<file path="src/rtl/telemetry_deserialize.sv">
// Serial telemetry receiver: hunts for the sync word, shifts in one payload plus
// its CRC-8, then reports a good packet or an error as single-cycle pulses.
module telemetry_deserialize #(
  parameter int          PACKET_W  = 88,
  parameter logic [7:0]  SYNC_WORD = 8'hA5,
  parameter int          TIMEOUT   = 64
) (
  input  logic                clk,
  input  logic                reset_clk,
  input  logic                bit_in,
  input  logic                bit_valid,
  output logic [PACKET_W-1:0] packet,
  output logic                packet_valid,
  output logic                crc_error,
  output logic                timeout_error,
  output logic                in_frame,
  output logic [15:0]         good_count,
  output logic [15:0]         err_count,
  output logic [1:0]          dbg_state
);

  localparam logic [1:0] ST_HUNT    = 2'd0;
  localparam logic [1:0] ST_PAYLOAD = 2'd1;
  localparam logic [1:0] ST_CRC     = 2'd2;

  localparam int CNT_W = $clog2(PACKET_W);
  localparam int GAP_W = $clog2(TIMEOUT + 1);
  localparam logic [CNT_W-1:0] LAST_PAYLOAD = CNT_W'(PACKET_W - 1);
  localparam logic [CNT_W-1:0] LAST_CRC     = CNT_W'(7);
  localparam logic [GAP_W-1:0] GAP_LIMIT    = GAP_W'(TIMEOUT);

  logic [1:0]          state_q,   state_d;
  logic [7:0]          window_q,  window_d;
  logic [PACKET_W-1:0] payload_q, payload_d;
  logic [7:0]          crc_q,     crc_d;
  logic [7:0]          rx_crc_q,  rx_crc_d;
  logic [CNT_W-1:0]    bit_cnt_q, bit_cnt_d;
  logic [GAP_W-1:0]    gap_q,     gap_d;
  logic                check_q,   check_d;
  logic [PACKET_W-1:0] packet_q,  packet_d;
  logic                pv_q,      pv_d;
  logic                crc_err_q, crc_err_d;
  logic                to_q,      to_d;
  logic [15:0]         good_q,    good_d;
  logic [15:0]         err_q,     err_d;

  function automatic logic [15:0] sat_inc(input logic [15:0] v);
    return (v == 16'hFFFF) ? v : v + 16'd1;
  endfunction

  // Serial CRC-8, polynomial 0x07, MSB first.
  function automatic logic [7:0] crc_step(input logic [7:0] c, input logic b);
    logic fb;
    fb = c[7] ^ b;
    return {c[6:0], 1'b0} ^ (fb ? 8'h07 : 8'h00);
  endfunction

  always_comb begin
    state_d   = state_q;
    window_d  = window_q;
    payload_d = payload_q;
    crc_d     = crc_q;
    rx_crc_d  = rx_crc_q;
    bit_cnt_d = bit_cnt_q;
    gap_d     = gap_q;
    check_d   = 1'b0;
    packet_d  = packet_q;
    pv_d      = 1'b0;
    crc_err_d = 1'b0;
    to_d      = 1'b0;
    good_d    = good_q;
    err_d     = err_q;

    // The comparison runs one cycle after the last CRC bit, while the FSM is
    // already back in HUNT, so a back-to-back sync word is never missed.
    if (check_q) begin
      if (rx_crc_q == crc_q) begin
        packet_d = payload_q;
        pv_d     = 1'b1;
        good_d   = sat_inc(good_q);
      end else begin
        crc_err_d = 1'b1;
        err_d     = sat_inc(err_q);
      end
    end

    case (state_q)
      ST_HUNT: begin
        if (bit_valid) begin
          window_d = {window_q[6:0], bit_in};
          if (window_d == SYNC_WORD) begin
            state_d   = ST_PAYLOAD;
            bit_cnt_d = '0;
            crc_d     = '0;
            gap_d     = '0;
          end
        end
      end
      ST_PAYLOAD, ST_CRC: begin
        if (bit_valid) begin
          gap_d = '0;
          if (state_q == ST_PAYLOAD) begin
            payload_d = {payload_q[PACKET_W-2:0], bit_in};
            crc_d     = crc_step(crc_q, bit_in);
            if (bit_cnt_q == LAST_PAYLOAD) begin
              state_d   = ST_CRC;
              bit_cnt_d = '0;
            end else begin
              bit_cnt_d = bit_cnt_q + CNT_W'(1);
            end
          end else begin
            rx_crc_d = {rx_crc_q[6:0], bit_in};
            if (bit_cnt_q == LAST_CRC) begin
              state_d  = ST_HUNT;
              window_d = '0;
              check_d  = 1'b1;
            end else begin
              bit_cnt_d = bit_cnt_q + CNT_W'(1);
            end
          end
        end else begin
          gap_d = gap_q + GAP_W'(1);
          if (gap_d == GAP_LIMIT) begin
            to_d     = 1'b1;
            err_d    = sat_inc(err_q);
            state_d  = ST_HUNT;
            window_d = '0;
            gap_d    = '0;
          end
        end
      end
      default: state_d = ST_HUNT;
    endcase
  end

  always_ff @(posedge clk) begin
    if (reset_clk) begin
      state_q   <= ST_HUNT;
      window_q  <= '0;
      payload_q <= '0;
      crc_q     <= '0;
      rx_crc_q  <= '0;
      bit_cnt_q <= '0;
      gap_q     <= '0;
      check_q   <= 1'b0;
      packet_q  <= '0;
      pv_q      <= 1'b0;
      crc_err_q <= 1'b0;
      to_q      <= 1'b0;
      good_q    <= '0;
      err_q     <= '0;
    end else begin
      state_q   <= state_d;
      window_q  <= window_d;
      payload_q <= payload_d;
      crc_q     <= crc_d;
      rx_crc_q  <= rx_crc_d;
      bit_cnt_q <= bit_cnt_d;
      gap_q     <= gap_d;
      check_q   <= check_d;
      packet_q  <= packet_d;
      pv_q      <= pv_d;
      crc_err_q <= crc_err_d;
      to_q      <= to_d;
      good_q    <= good_d;
      err_q     <= err_d;
    end
  end

  assign packet        = packet_q;
  assign packet_valid  = pv_q;
  assign crc_error     = crc_err_q;
  assign timeout_error = to_q;
  assign in_frame      = (state_q == ST_PAYLOAD) || (state_q == ST_CRC);
  assign good_count    = good_q;
  assign err_count     = err_q;
  assign dbg_state     = state_q;

endmodule

</file>
<file path="config.mk">
export PLATFORM = sky130hd
export DESIGN_NAME = telemetry_deserialize
export DESIGN_NICKNAME = d
export VERILOG_FILES = /design/src/rtl/telemetry_deserialize.sv
export SDC_FILE = /design/constraint.sdc
export NUM_CORES = 1
export LEC_CHECK = 0
export CAP_MARGIN = 20
export CORE_UTILIZATION = 50
export DETAILED_ROUTE_END_ITERATION = 7
export PLACE_DENSITY = 0.73
export SLEW_MARGIN = 20
export SYNTH_ARGS = -nofsm -noshare
export SYNTH_HDL_FRONTEND = slang
export SYNTH_SLANG_ARGS = --single-unit
</file>
<file path="constraint.sdc">
create_clock -name clk -period 5.3 [get_ports clk]
set_input_delay 1.06 -clock clk [delete_from_list [all_inputs] [get_ports clk]]
set_output_delay 1.06 -clock clk [all_outputs]
set_load 0.01 [all_outputs]
</file>
== Yosys cells after proc, flatten, opt, wreduce, memory -nomap -nowiden ==
Index checks and enable logic that the tools add are counted.

* Logic and storage cells: 100
* Register bits: 251
* Output and inout bits: 126

* Add/subtract/negate cells: 4
* Bitwise operators: 7
* Reduce and logical (&&, ||, !) cells: 16
* Eq/ne operators: 19
* Muxes and demuxes: 40

{| class="wikitable"
|+ Operators by type and width
! cell !! count
|-
| two-way mux 16 bit || 6
|-
| two-way mux 7 bit || 13
|-
| case mux 7 bit (2 select lines) || 3
|-
| adder 16 x 1 -> 16 bit, second input constant || 2
|-
| == test 16 bit, second input constant || 2
|-
| two-way mux 8 bit || 4
|-
| AND reduction 5 bit || 4
|-
| case mux 8 bit (2 select lines) || 1
|-
| adder 7 x 1 -> 7 bit, second input constant || 2
|-
| == test 7 bit, second input constant || 2
|-
| two-way mux 2 bit || 7
|-
| != test 3 bit, second input constant || 4
|-
| AND reduction 3 bit || 4
|-
| == test 8 bit || 1
|-
| == test 8 bit, second input constant || 1
|-
| != test 2 bit, second input constant || 4
|-
| != test 4 bit, second input constant || 2
|-
| XOR 8 x 3 -> 8 bit || 1
|-
| == test 7 x 3 -> 1 bit, second input constant || 1
|-
| inverter 1 bit || 5
|-
| two-way mux 1 bit || 4
|-
| case mux 2 bit (2 select lines) || 1
|-
| OR reduction 2 bit || 2
|-
| OR reduction 4 bit || 1
|-
| other kinds (9) || 9
|}

== Depth between registers and ports, before layout ==
Gate-level depths: netlist (run 1).

* Depth after elaboration: 7
* Mapped depth: 8
* Mapped depth without buffers: 7

== Worst setup path after synthesis (run 1) ==
No wires, ideal clock.

* Kind: input-to-reg
* Start: input bit_valid
* End: register bit_cnt_q[5]
* Path slack: 2.812 ns
* Library setup time: 0.070 ns
* Arrival time: 2.418 ns
* Stages: 5
* Path buffers: 0
* Cell sequence: nand4b_1 o31ai_4 nand3_2 or4_1 a21boi_1

* Word-level cells in the longest chain between the ends: 2

{| class="wikitable"
|+ Ends and longest elaborated chain
! element !! line !! source
|-
| start, declared || 11 || <nowiki>input logic bit_valid,</nowiki>
|-
| != test 2 bit (no source line) || - ||
|-
| AND reduction 5 bit (no source line) (*) || - ||
|-
| end signal, assigned || 158 || <nowiki>bit_cnt_q <= bit_cnt_d;</nowiki>
|-
| end, declared || 37 || <nowiki>logic [CNT_W-1:0] bit_cnt_q, bit_cnt_d;</nowiki>
|}

Every way passes the cells marked *; elsewhere a longest branch is shown, timed or not.
A chain may end at the register's enable or synchronous reset.

== Worst setup path after layout (run 1) ==
* Start: register state_q[1], in the netlist dbg_state[1]
* End: output in_frame

* Word-level cells in the longest chain between the ends: 2

{| class="wikitable"
|+ Ends and longest elaborated chain
! element !! line !! source
|-
| start, declared || 32 || <nowiki>logic [1:0] state_q, state_d;</nowiki>
|-
| start signal, assigned || 153 || <nowiki>state_q <= state_d;</nowiki>
|-
| == test 2 x 1 -> 1 bit / == test 2 bit (equally long branches) || 174 || <nowiki>assign in_frame = (state_q == ST_PAYLOAD) || (state_q == ST_CRC);</nowiki>
|-
| logical OR 1 bit (*) || 174 ||
|-
| end, declared || 16 || <nowiki>output logic in_frame,</nowiki>
|}

Marks and branches as above.

==> impl_metrics.yaml, run 1 <==
worst_hold_path:
  holdPathEnd: "packet[73]"
  hold_path.startpoint: "packet[73]"
  min_path_cells: 2
  hp-class: "reg2reg"
power_and_ir_drop:
  switching_share_pct: 19.2
  pwr-share-comb_pct: 1.2
  internal_power_uw: 3150
  pwr-share-seq_pct: 48.4
  clockPowerShare_pct: 50.5
  p_per_area_mw_per_mm2: 319
  irDropWorstVdd_v: 0.000230
  switching_power_uw: 751
  p_leak_uw: 0.00404
floorplanning:
  dieWidth_um: 143
  fp.dieH_um: 143
  initial_utilization_pct: 51.0
  core_mm2: 0.0195
  die_area_mm2: 0.0204
  io_pins: 130
  rows: 51
status:
  outcome: "complete, no violations"
drt:
  routedWlPerCell_um: 13.5
  vias_per_cell: 5.33
  drtAntennaViolNets: 0
  drt_iter0_markers: 512
  drcViolationCount: 0
  vias: 8513
  dr.pass1.iters: 6
  routed_wl_um: 21500
logic_synthesis:
  ys_seq_elements: 251
  ys_warn_count: 0
  synth.area.top_cells: "dfxtp_1 51%, nand2_1 15%, a21oi_1 10%, clkbuf_1 2.6%, nor2_1 1.9%"
  yosysUniqueCellTypes: 59
  synth-async-reset-ratio_pct: 0
  synth_cells: 1229
  yosysTopAreaCell: "dfxtp_1"
  synth-main-ff-cell: "dfxtp_1"
  synthesis.nets: 1241
  synth_top_area_share_pct: 50.6
  ys_seq_area_share_pct: 50.6
  synth_area_mm2: 0.00992
  avgSynthCellArea_um2: 8.07
  synth-edff-count: 0
cts:
  clk_pin_slew_ns: 0.06
  cts-buffers-inserted: 26
  h-tree-depth: 1
  cts_setup_buffers: 0
  ctsLongestPathBuffers: 3
  clock-root-buffer: "clkbuf_16"
  clock-sinks: 251
  hold_buffers: 0
  cts_tree: "yes"
  cts_resized: 0
  clk-insertion-delay-late_ns: 0.51
timing:
  fin_worst_skew_ns: 0.00768
  fin_crit_ns: 3.45
  period_share_pct: 65.1
  finalSetupViolations: 0
  worst_slew_pin_slew_ns: 0.860
  drv_slew: 0
  max_freq_mhz: 290
  finalHoldViolations: 0
  tns_ns: 0
  relSlewSlack_pct: 42.7
  rsz0062_at_grt: "no"
final_layout:
  final_cell_area_mm2: 0.0122
  antenna_cells: 0
  drive_above_1_share_pct: 6.09
  area_growth_syn_to_layout_pct: 23.5
  fin_nets: 1323
worst_setup_path:
  r2r_end: "err_count[3]"
  arrival_ns: 2.39
  r2r_setup_slack_ns: 2.33
  crit_path_end_kind: "primary output"
  cp_max_fo: 22
  r2r-start: "dbg_state[1]"
  crit_chain: "inv_1 > ha_1 > clkdlybuf4s50_1"
  cpPeakStageDelay_ns: 0.72
  path_class: "reg2out"
  critPathSlowestCell: "ha_1"
  cp.required_ns: 4.24
  critPathLaunchType: "flop"
  ff2ff_path_depth: 6
grt:
  grt_pass1_vias: 7500
  grt_max_degree: 119
  antenna_found_initial: 0
  grt_pass1_wl_um: 35300
  grt-ovfl-total: 0
  track_usage_pct: 20.6
run:
  maxCapViolCount: 0
placed_design:
  dp_hpwl_um: 13400
  dpl_cell_area_mm2: 0.0113
  routabilityCongestion: 0.843
  io_buffers: 129
cells in the final DEF (no fill, tap or decap), types with 4 or more instances in the layout:
master             n
xnor2_1            5
dfxtp_1          251
nor2b_1           17
or3_1              7
nor4_1             5
mux2_2            15
clkbuf_1           7
a32oi_1            7
nor2_1            49
and2_1             6
buf_4              7
o31ai_1            8
and3_1             8
inv_1             11
a21oi_1          208
and4_1             4
nand4_1           14
ha_1               8
a211oi_1          10
mux2i_1           10
nand2b_1           4
nand2_1          385
bufinv_16          5
clkbuf_16         27
clkdlybuf4s50_1  128
o21ai_0           14
clkbuf_8           6
a21boi_0           5
xor2_1             8
or4_1              9
nand3_1           26
nor3_1             5
through the flow:
step | util (%) | hold slack [ns] | total power, µW | std cells | worst slack, ns
2_1_floorplan | - | 0.432 | 1960 | 1229 | 2.81
3_3_place_gp | 58.0 | 0.443 | 1980 | 1548 | 1.85
3_5_place_dp | 58.0 | 0.446 | 1980 | 1548 | 1.79
4_1_cts | 62.9 | 0.455 | 3950 | 1596 | 1.84
5_1_grt | 62.9 | 0.468 | 4030 | 1596 | 1.72
6_report | 62.9 | 0.451 | 3900 | 1596 | 1.85
flip-flops by register name (all words and copies together) (netlist names):
signal,cells
err_count,16
crc_q,8
gap_q,7
crc_error,1
check_q,1
window_q,7
good_count,16
dbg_state,2
bit_cnt_q,7
payload_q,88
packet,88
rx_crc_q,8
timeout_error,1
packet_valid,1
power groups by stage:
stage / Sequential (µW) / Combinational [µW] / Clock (µW)
after floorplan: 1930 / 34.9 / 0
after global placement: 1930 / 45.5 / 0
after detailed placement: 1930 / 45.5 / 0
after CTS: 1890 / 45.6 / 2020
after global routing: 1890 / 50.2 / 2090
final: 1890 / 45.3 / 1970
cells in the mapped netlist, types with 3 or more instances:
| library cell | n |
|---|---|
| nor4_1 | 5 |
| a32oi_1 | 7 |
| nor2b_1 | 17 |
| a21oi_1 | 208 |
| buf_1 | 7 |
| a311oi_1 | 3 |
| nand2b_1 | 4 |
| ha_1 | 8 |
| or4_1 | 9 |
| a211oi_1 | 10 |
| buf_2 | 5 |
| mux2i_1 | 10 |
| a21o_1 | 3 |
| mux2_2 | 15 |
| and3_1 | 9 |
| inv_1 | 11 |
| xnor2_1 | 5 |
| nand4_1 | 14 |
| nand2_1 | 386 |
| nand3_1 | 26 |
| and4_1 | 4 |
| a21boi_0 | 5 |
| and2_1 | 7 |
| o31ai_1 | 9 |
| o21ai_0 | 14 |
| nor3_1 | 6 |
| or3_1 | 7 |
| nor2_1 | 49 |
| xor2_1 | 8 |
| clkbuf_1 | 69 |
| dfxtp_1 | 251 |
cell families after synthesis:
| kind of cell | share of synthesized area (%) |
|---|---|
| buf+inv | 3.66 |
| compound gates | 16.3 |
| flops | 50.6 |
| simple gates | 24.6 |
| fa+ha+maj | 1.01 |
| mux | 2.71 |
| xor+xnor | 1.15 |
layer usage:
metal	up-vias	GRT usage (%)	part of all wire, %
li1	4344	-	-
met1	3993	27.4	46
met2	158	35.7	49
met3	18	2.52	4.1
met4	0	4.75	1.1
met5	-	0	0
area by class of cell:
type,instances,area (µm²)
timing repair buffer,136,1350
inverter,11,41.3
sequential,251,5020
fill,1669,7210
tap,265,332
multi-input combinational,885,4560
clock buffer,40,785
clock inverter,8,165
critical path, delay by kind of cell, from the launching register on:
family	cells	cell delay (ns)
DFF	1	0.41
buffers and inverters	2	0.76
adders and majority gates	1	0.72
worst max path at each step:
stage	startpoint	endpoint	slack, ns	cells past startpoint
6_report	dbg_state[1]	in_frame	1.85	3
5_1_grt	dbg_state[1]	in_frame	1.72	3
3_3_place_gp	bit_valid	crc_q[2]	1.85	6
3_5_place_dp	bit_valid	crc_q[0]	1.79	6
4_1_cts	dbg_state[0]	in_frame	1.84	3
2_1_floorplan	bit_valid	bit_cnt_q[5]	2.81	5
No activity file was read; power rests on OpenSTA's default activity.
==> run 2: changes to the inputs <==
Settings changed: PLACE_DENSITY 0.73 to 0.76.
Clock period 5.3 ns to 3 ns, I/O delays scaled along.
==> impl_metrics.yaml, run 2 (same netlist as run 1, synthesis figures left out) <==
power_and_ir_drop:
  clockPowerShare_pct: 47.4
  p_per_area_mw_per_mm2: 529
  p_leak_uw: 0.00407
  switching_share_pct: 20.1
  internal_power_uw: 5190
  irDropWorstVdd_v: 0.000379
  pwr-share-comb_pct: 1.3
  switching_power_uw: 1310
  pwr-share-seq_pct: 51.3
grt:
  grt-ovfl-total: 0
  grt_pass1_vias: 7700
  track_usage_pct: 21.2
  antenna_found_initial: 0
  grt_max_degree: 89
  grt_pass1_wl_um: 36200
floorplanning:
  rows: 51
  core_mm2: 0.0195
  fp.dieH_um: 143
  io_pins: 130
  initial_utilization_pct: 51.0
  dieWidth_um: 143
  die_area_mm2: 0.0204
final_layout:
  area_growth_syn_to_layout_pct: 23.7
  mostFrequentLayoutCell: "nand2_1"
  drive_above_1_share_pct: 6.65
  final_cell_mix: "385 x nand2_1, 251 x dfxtp_1, 208 x a21oi_1"
  antenna_cells: 0
  fin_nets: 1335
cts:
  cts_setup_buffers: 0
  hold_buffers: 0
  cts-buffers-inserted: 26
  cts_resized: 0
  cts_tree: "yes"
  clock-root-buffer: "clkbuf_16"
  clk_pin_slew_ns: 0.06
  clk-insertion-delay-late_ns: 0.52
  clock-sinks: 251
  h-tree-depth: 1
  ctsLongestPathBuffers: 3
placed_design:
  io_buffers: 129
  post-place-ws_ns: 0.328
  routabilityCongestion: 0.841
  dp_hpwl_um: 13900
worst_setup_path:
  path_class: "reg2out"
  crit_path_end_kind: "primary output"
  crit_buf_inv: 2
  critPathSlowestCell: "clkdlybuf4s50_1"
  cpLargestDelayFamily: "buffers and inverters"
  cp_max_fo: 11
  critPathLaunchType: "flop"
  arrival_ns: 2.09
  crit_chain: "inv_1 > ha_1 > clkdlybuf4s50_1"
  cpPeakStageDelay_ns: 0.61
  cp.required_ns: 2.40
timing:
  max_freq_mhz: 372
  tns_ns: 0
  finalSetupViolations: 0
  worst_slack_ns: 0.314
  finalHoldViolations: 0
  period_share_pct: 89.5
  fin_crit_ns: 2.69
  worst_slew_pin_slew_ns: 0.858
  fin_worst_skew_ns: 0.00754
  rsz0062_at_grt: "no"
  relSlewSlack_pct: 42.8
  drv_slew: 0
drt:
  dr.pass1.iters: 5
  drcViolationCount: 0
  drtAntennaViolNets: 0
  vias_per_cell: 5.38
  routed_wl_um: 21800
  drt_iter0_markers: 551
  routedWlPerCell_um: 13.6
  vias: 8632
status:
  outcome: "complete, no violations"
run:
  maxCapViolCount: 0
worst_hold_path:
  hp-class: "reg2reg"
[run 2: changes by cell type in the layout (fill, tap and decap cells not counted), sizes merged]
cell	previous run	this run
buf	8	20
bufinv	5	1
clkbuf	40	37
clkinv	3	6
[run 2: layout make-up]
type | count | area, µm²
repair buffers | 148 | 1510
inverters | 11 | 41.3
fillers | 1744 | 7180
clock inverters | 7 | 60.1
clock buffers | 37 | 763
flip-flops and latches | 251 | 5020
well taps | 265 | 332
multi-input cells | 885 | 4550
[run 2: metal layers]
metal  GRT usage (%)  vias to the layer above  wire length (µm)
li1                -                     4363                 -
met1            27.5                     4072              9810
met2            36.6                      159             10600
met3            2.85                       38               816
met4            6.68                        0               550
met5               0                        -                 0
[run 2: power by group through the flow]
stage | clock network, µW | logic, µW | registers (µW)
global placement | 0 | 84.9 | 3410
floorplan | 0 | 61.7 | 3410
finish | 3080 | 85.1 | 3340
detailed placement | 0 | 85.2 | 3410
CTS | 3160 | 85.4 | 3340
global route | 3300 | 93.9 | 3330
[run 2: worst paths after layout]
kind / endpoint / from / slack, ns / cells past startpoint
setup / recovery: in_frame / dbg_state[0] / 0.31 / 3
hold / removal: packet[55] / packet[55] / 0.45 / 2
setup reg to reg: err_count[5] / dbg_state[0] / 0.42 / 6
hold reg to reg: packet[55] / packet[55] / 0.45 / 2
[run 2: through the flow]
step	instance area (µm²)	hold slack, ns	util [%]	power, µW	cells
after floorplan	9920	0.432	-	3470	1229
after global placement	11500	0.442	58.9	3490	1560
after detailed placement	11500	0.446	58.9	3490	1560
after CTS	12300	0.454	63.1	6580	1604
after global routing	12300	0.464	63.1	6730	1604
final	12300	0.451	63.1	6500	1604
[run 2: worst reg2reg max path, delay by kind of cell, from the launching register on]
kind            cells  cell delay, ns
fa+ha+maj           1            0.49
mux                 1            0.38
compound gates      1            0.43
buf+inv             1            0.10
simple gates        2            0.70
flops               1            0.37
==> RTL edit, RTL diff (flow settings as in run 2) <==
Remove the register `crc_err_q`: a continuous assignment takes its place, so the output `crc_error` follows one clock earlier.
--- a/src/rtl/telemetry_deserialize.sv
+++ b/src/rtl/telemetry_deserialize.sv
@@ -146,5 +146,4 @@
       packet_q  <= '0;
       pv_q      <= 1'b0;
-      crc_err_q <= 1'b0;
       to_q      <= 1'b0;
       good_q    <= '0;
@@ -161,5 +160,4 @@
       packet_q  <= packet_d;
       pv_q      <= pv_d;
-      crc_err_q <= crc_err_d;
       to_q      <= to_d;
       good_q    <= good_d;
@@ -167,4 +165,6 @@
     end
   end
+
+  assign crc_err_q = crc_err_d;
 
   assign packet        = packet_q;
Behaviour: same outputs for any inputs over 10 cycles, from zero or initial values and one cycle with reset_clk high; that may be too few to reach the edited logic, so the function may still have changed.
==> RTL edit against run 2 <==
Sequential cell count shrank 1. Worst hold slack gained 1.6 ps. Synthesized area is the same. Routed wire length grew 0.92%. Cell area grew 0.58%. Clock skew grew 7.1 ps. Total power grew 5.6%. Worst setup slack lost 160 ps. Critical path type unchanged. Largest cell class unchanged.
==> RTL edit: results (changes against run 2) <==
Status - complete, no violations
Pin count of the biggest net entering global routing - 119 (+34%)
Final core utilization - 0.635 (+0.00366)
Register area share after synthesis - 0.504 (-0.00202)
Peak supply drop - 0.482 mV (+27%)
Initial drt markers - 576 (+4.5%)
Fill cells - 1668 (-4.4%)
Pre-CTS setup slack - 243 ps (-85.1 ps)
Num CTS Buffers - 25 (-3.8%)
Total wire length - 22.0 mm (+0.92%)
Post-DP HPWL - 13.6 mm (-2.4%)
Leak Pwr - 4.07 nW (+0.13%)
GR Util met1 - 0.286 (+0.0113)
Vias in the first global route - 7758 (+0.75%)
Met3 Use GR - 0.0359 (+0.00738)
Sw power - 1.34 mW (+2.0%)
Top cells by count, synth - nand2_1, dfxtp_1, a21oi_1
Tmin final - 2850 ps (+160 ps)
First-pass GRT wire length - 36.6 mm (+0.97%)
Layout cells sized above 1 - 0.0684 (+0.00193)
Arrival @ worst endpoint - 2250 ps (+160 ps)
Clk_skew - 14.7 ps (+7.14 ps)
Vias per std cell - 5.39 (about the same)
Routability cong. - 0.851 (+1.2%)
Worst relative slew slack - 0.490 (+0.0619)
H-tree depth - 1 (unchanged)
GR Util met2 - 0.359 (-0.00697)
Dpl cell area - 11400 sq um (-0.54%)
Total Nets Final - 1338 (+0.22%)
Global-route usage over all layers - 0.215 (+0.00228)
Crit Path Max Fanout - 12 (+1)
[RTL edit: cell count changes in the layout (fill, tap and decap cells not counted), moves of 5 or more]
cell       delta
or4_1         +6
a21oi_1      +28
bufinv_16     +5
and2_1        -5
nor2_1       -13
nand4_1       +6
a32oi_1       -7
[RTL edit: final timing paths]
| check | startpoint | endpoint | cells after the start |
|---|---|---|---|
| min | packet[50]$_SDFFE_PP0P_ | packet[50]$_SDFFE_PP0P_ | 2 |
| max | dbg_state[1]$_SDFFE_PP0P_ | in_frame | 4 |
| min reg2reg | packet[50]$_SDFFE_PP0P_ | packet[50]$_SDFFE_PP0P_ | 2 |
| max reg2reg | dbg_state[1]$_SDFFE_PP0P_ | err_count[0]$_SDFF_PP0_ | 7 |
[RTL edit: critical path: stages, from the launching register on]
cell	delay, ps
dfxtp_1	410
inv_1	100
ha_2	460
buf_4	200
clkdlybuf4s50_1	570
[RTL edit: power by group through the flow]
stage | clock network [mW] | logic (mW) | registers, mW
after floorplan | 0 | 0.0618 | 3.39
after global placement | 0 | 0.0861 | 3.39
after detailed placement | 0 | 0.0869 | 3.39
after CTS | 3.52 | 0.0871 | 3.32
after global routing | 3.65 | 0.0960 | 3.32
final | 3.45 | 0.0870 | 3.32
[RTL edit: kinds of logic (layout without fill, tap and decap cells)]
| family | after synthesis | count (layout) | share of synthesized area |
|---|---|---|---|
| XOR/XNOR | 13 | 13 | 0.0115 |
| buffers and inverters | 100 | 204 | 0.0393 |
| adder cells (fa/ha/maj) | 8 | 8 | 0.0101 |
| multiplexers | 24 | 24 | 0.0259 |
| flip-flops | 250 | 250 | 0.504 |
| AND/OR/NAND/NOR | 548 | 548 | 0.243 |
| AO/OA/AOI/OAI | 298 | 298 | 0.166 |
[RTL edit: per-layer routing]
metal,share of wire,vias to the layer above
met2,0.47,221
li1,-,4376
met4,0.017,0
met1,0.46,4047
met5,0,-
met3,0.058,26
[RTL edit: area by class of cell]
| type | count | area share |
|---|---|---|
| multi-input cells | 891 | 0.370 |
| well taps | 265 | 0.0268 |
| clock buffers | 32 | 0.0576 |
| repair buffers | 142 | 0.117 |
| flip-flops and latches | 250 | 0.405 |
| inverters | 16 | 0.00486 |
| clock inverters | 14 | 0.0181 |
[RTL edit: stage by stage]
step	power [mW]	std cells	hold slack, ps
after CTS	6.92	1610	454
after global placement	3.48	1564	441
final	6.86	1610	452
after detailed placement	3.48	1564	446
after global routing	7.06	1610	469
after floorplan	3.46	1241	432
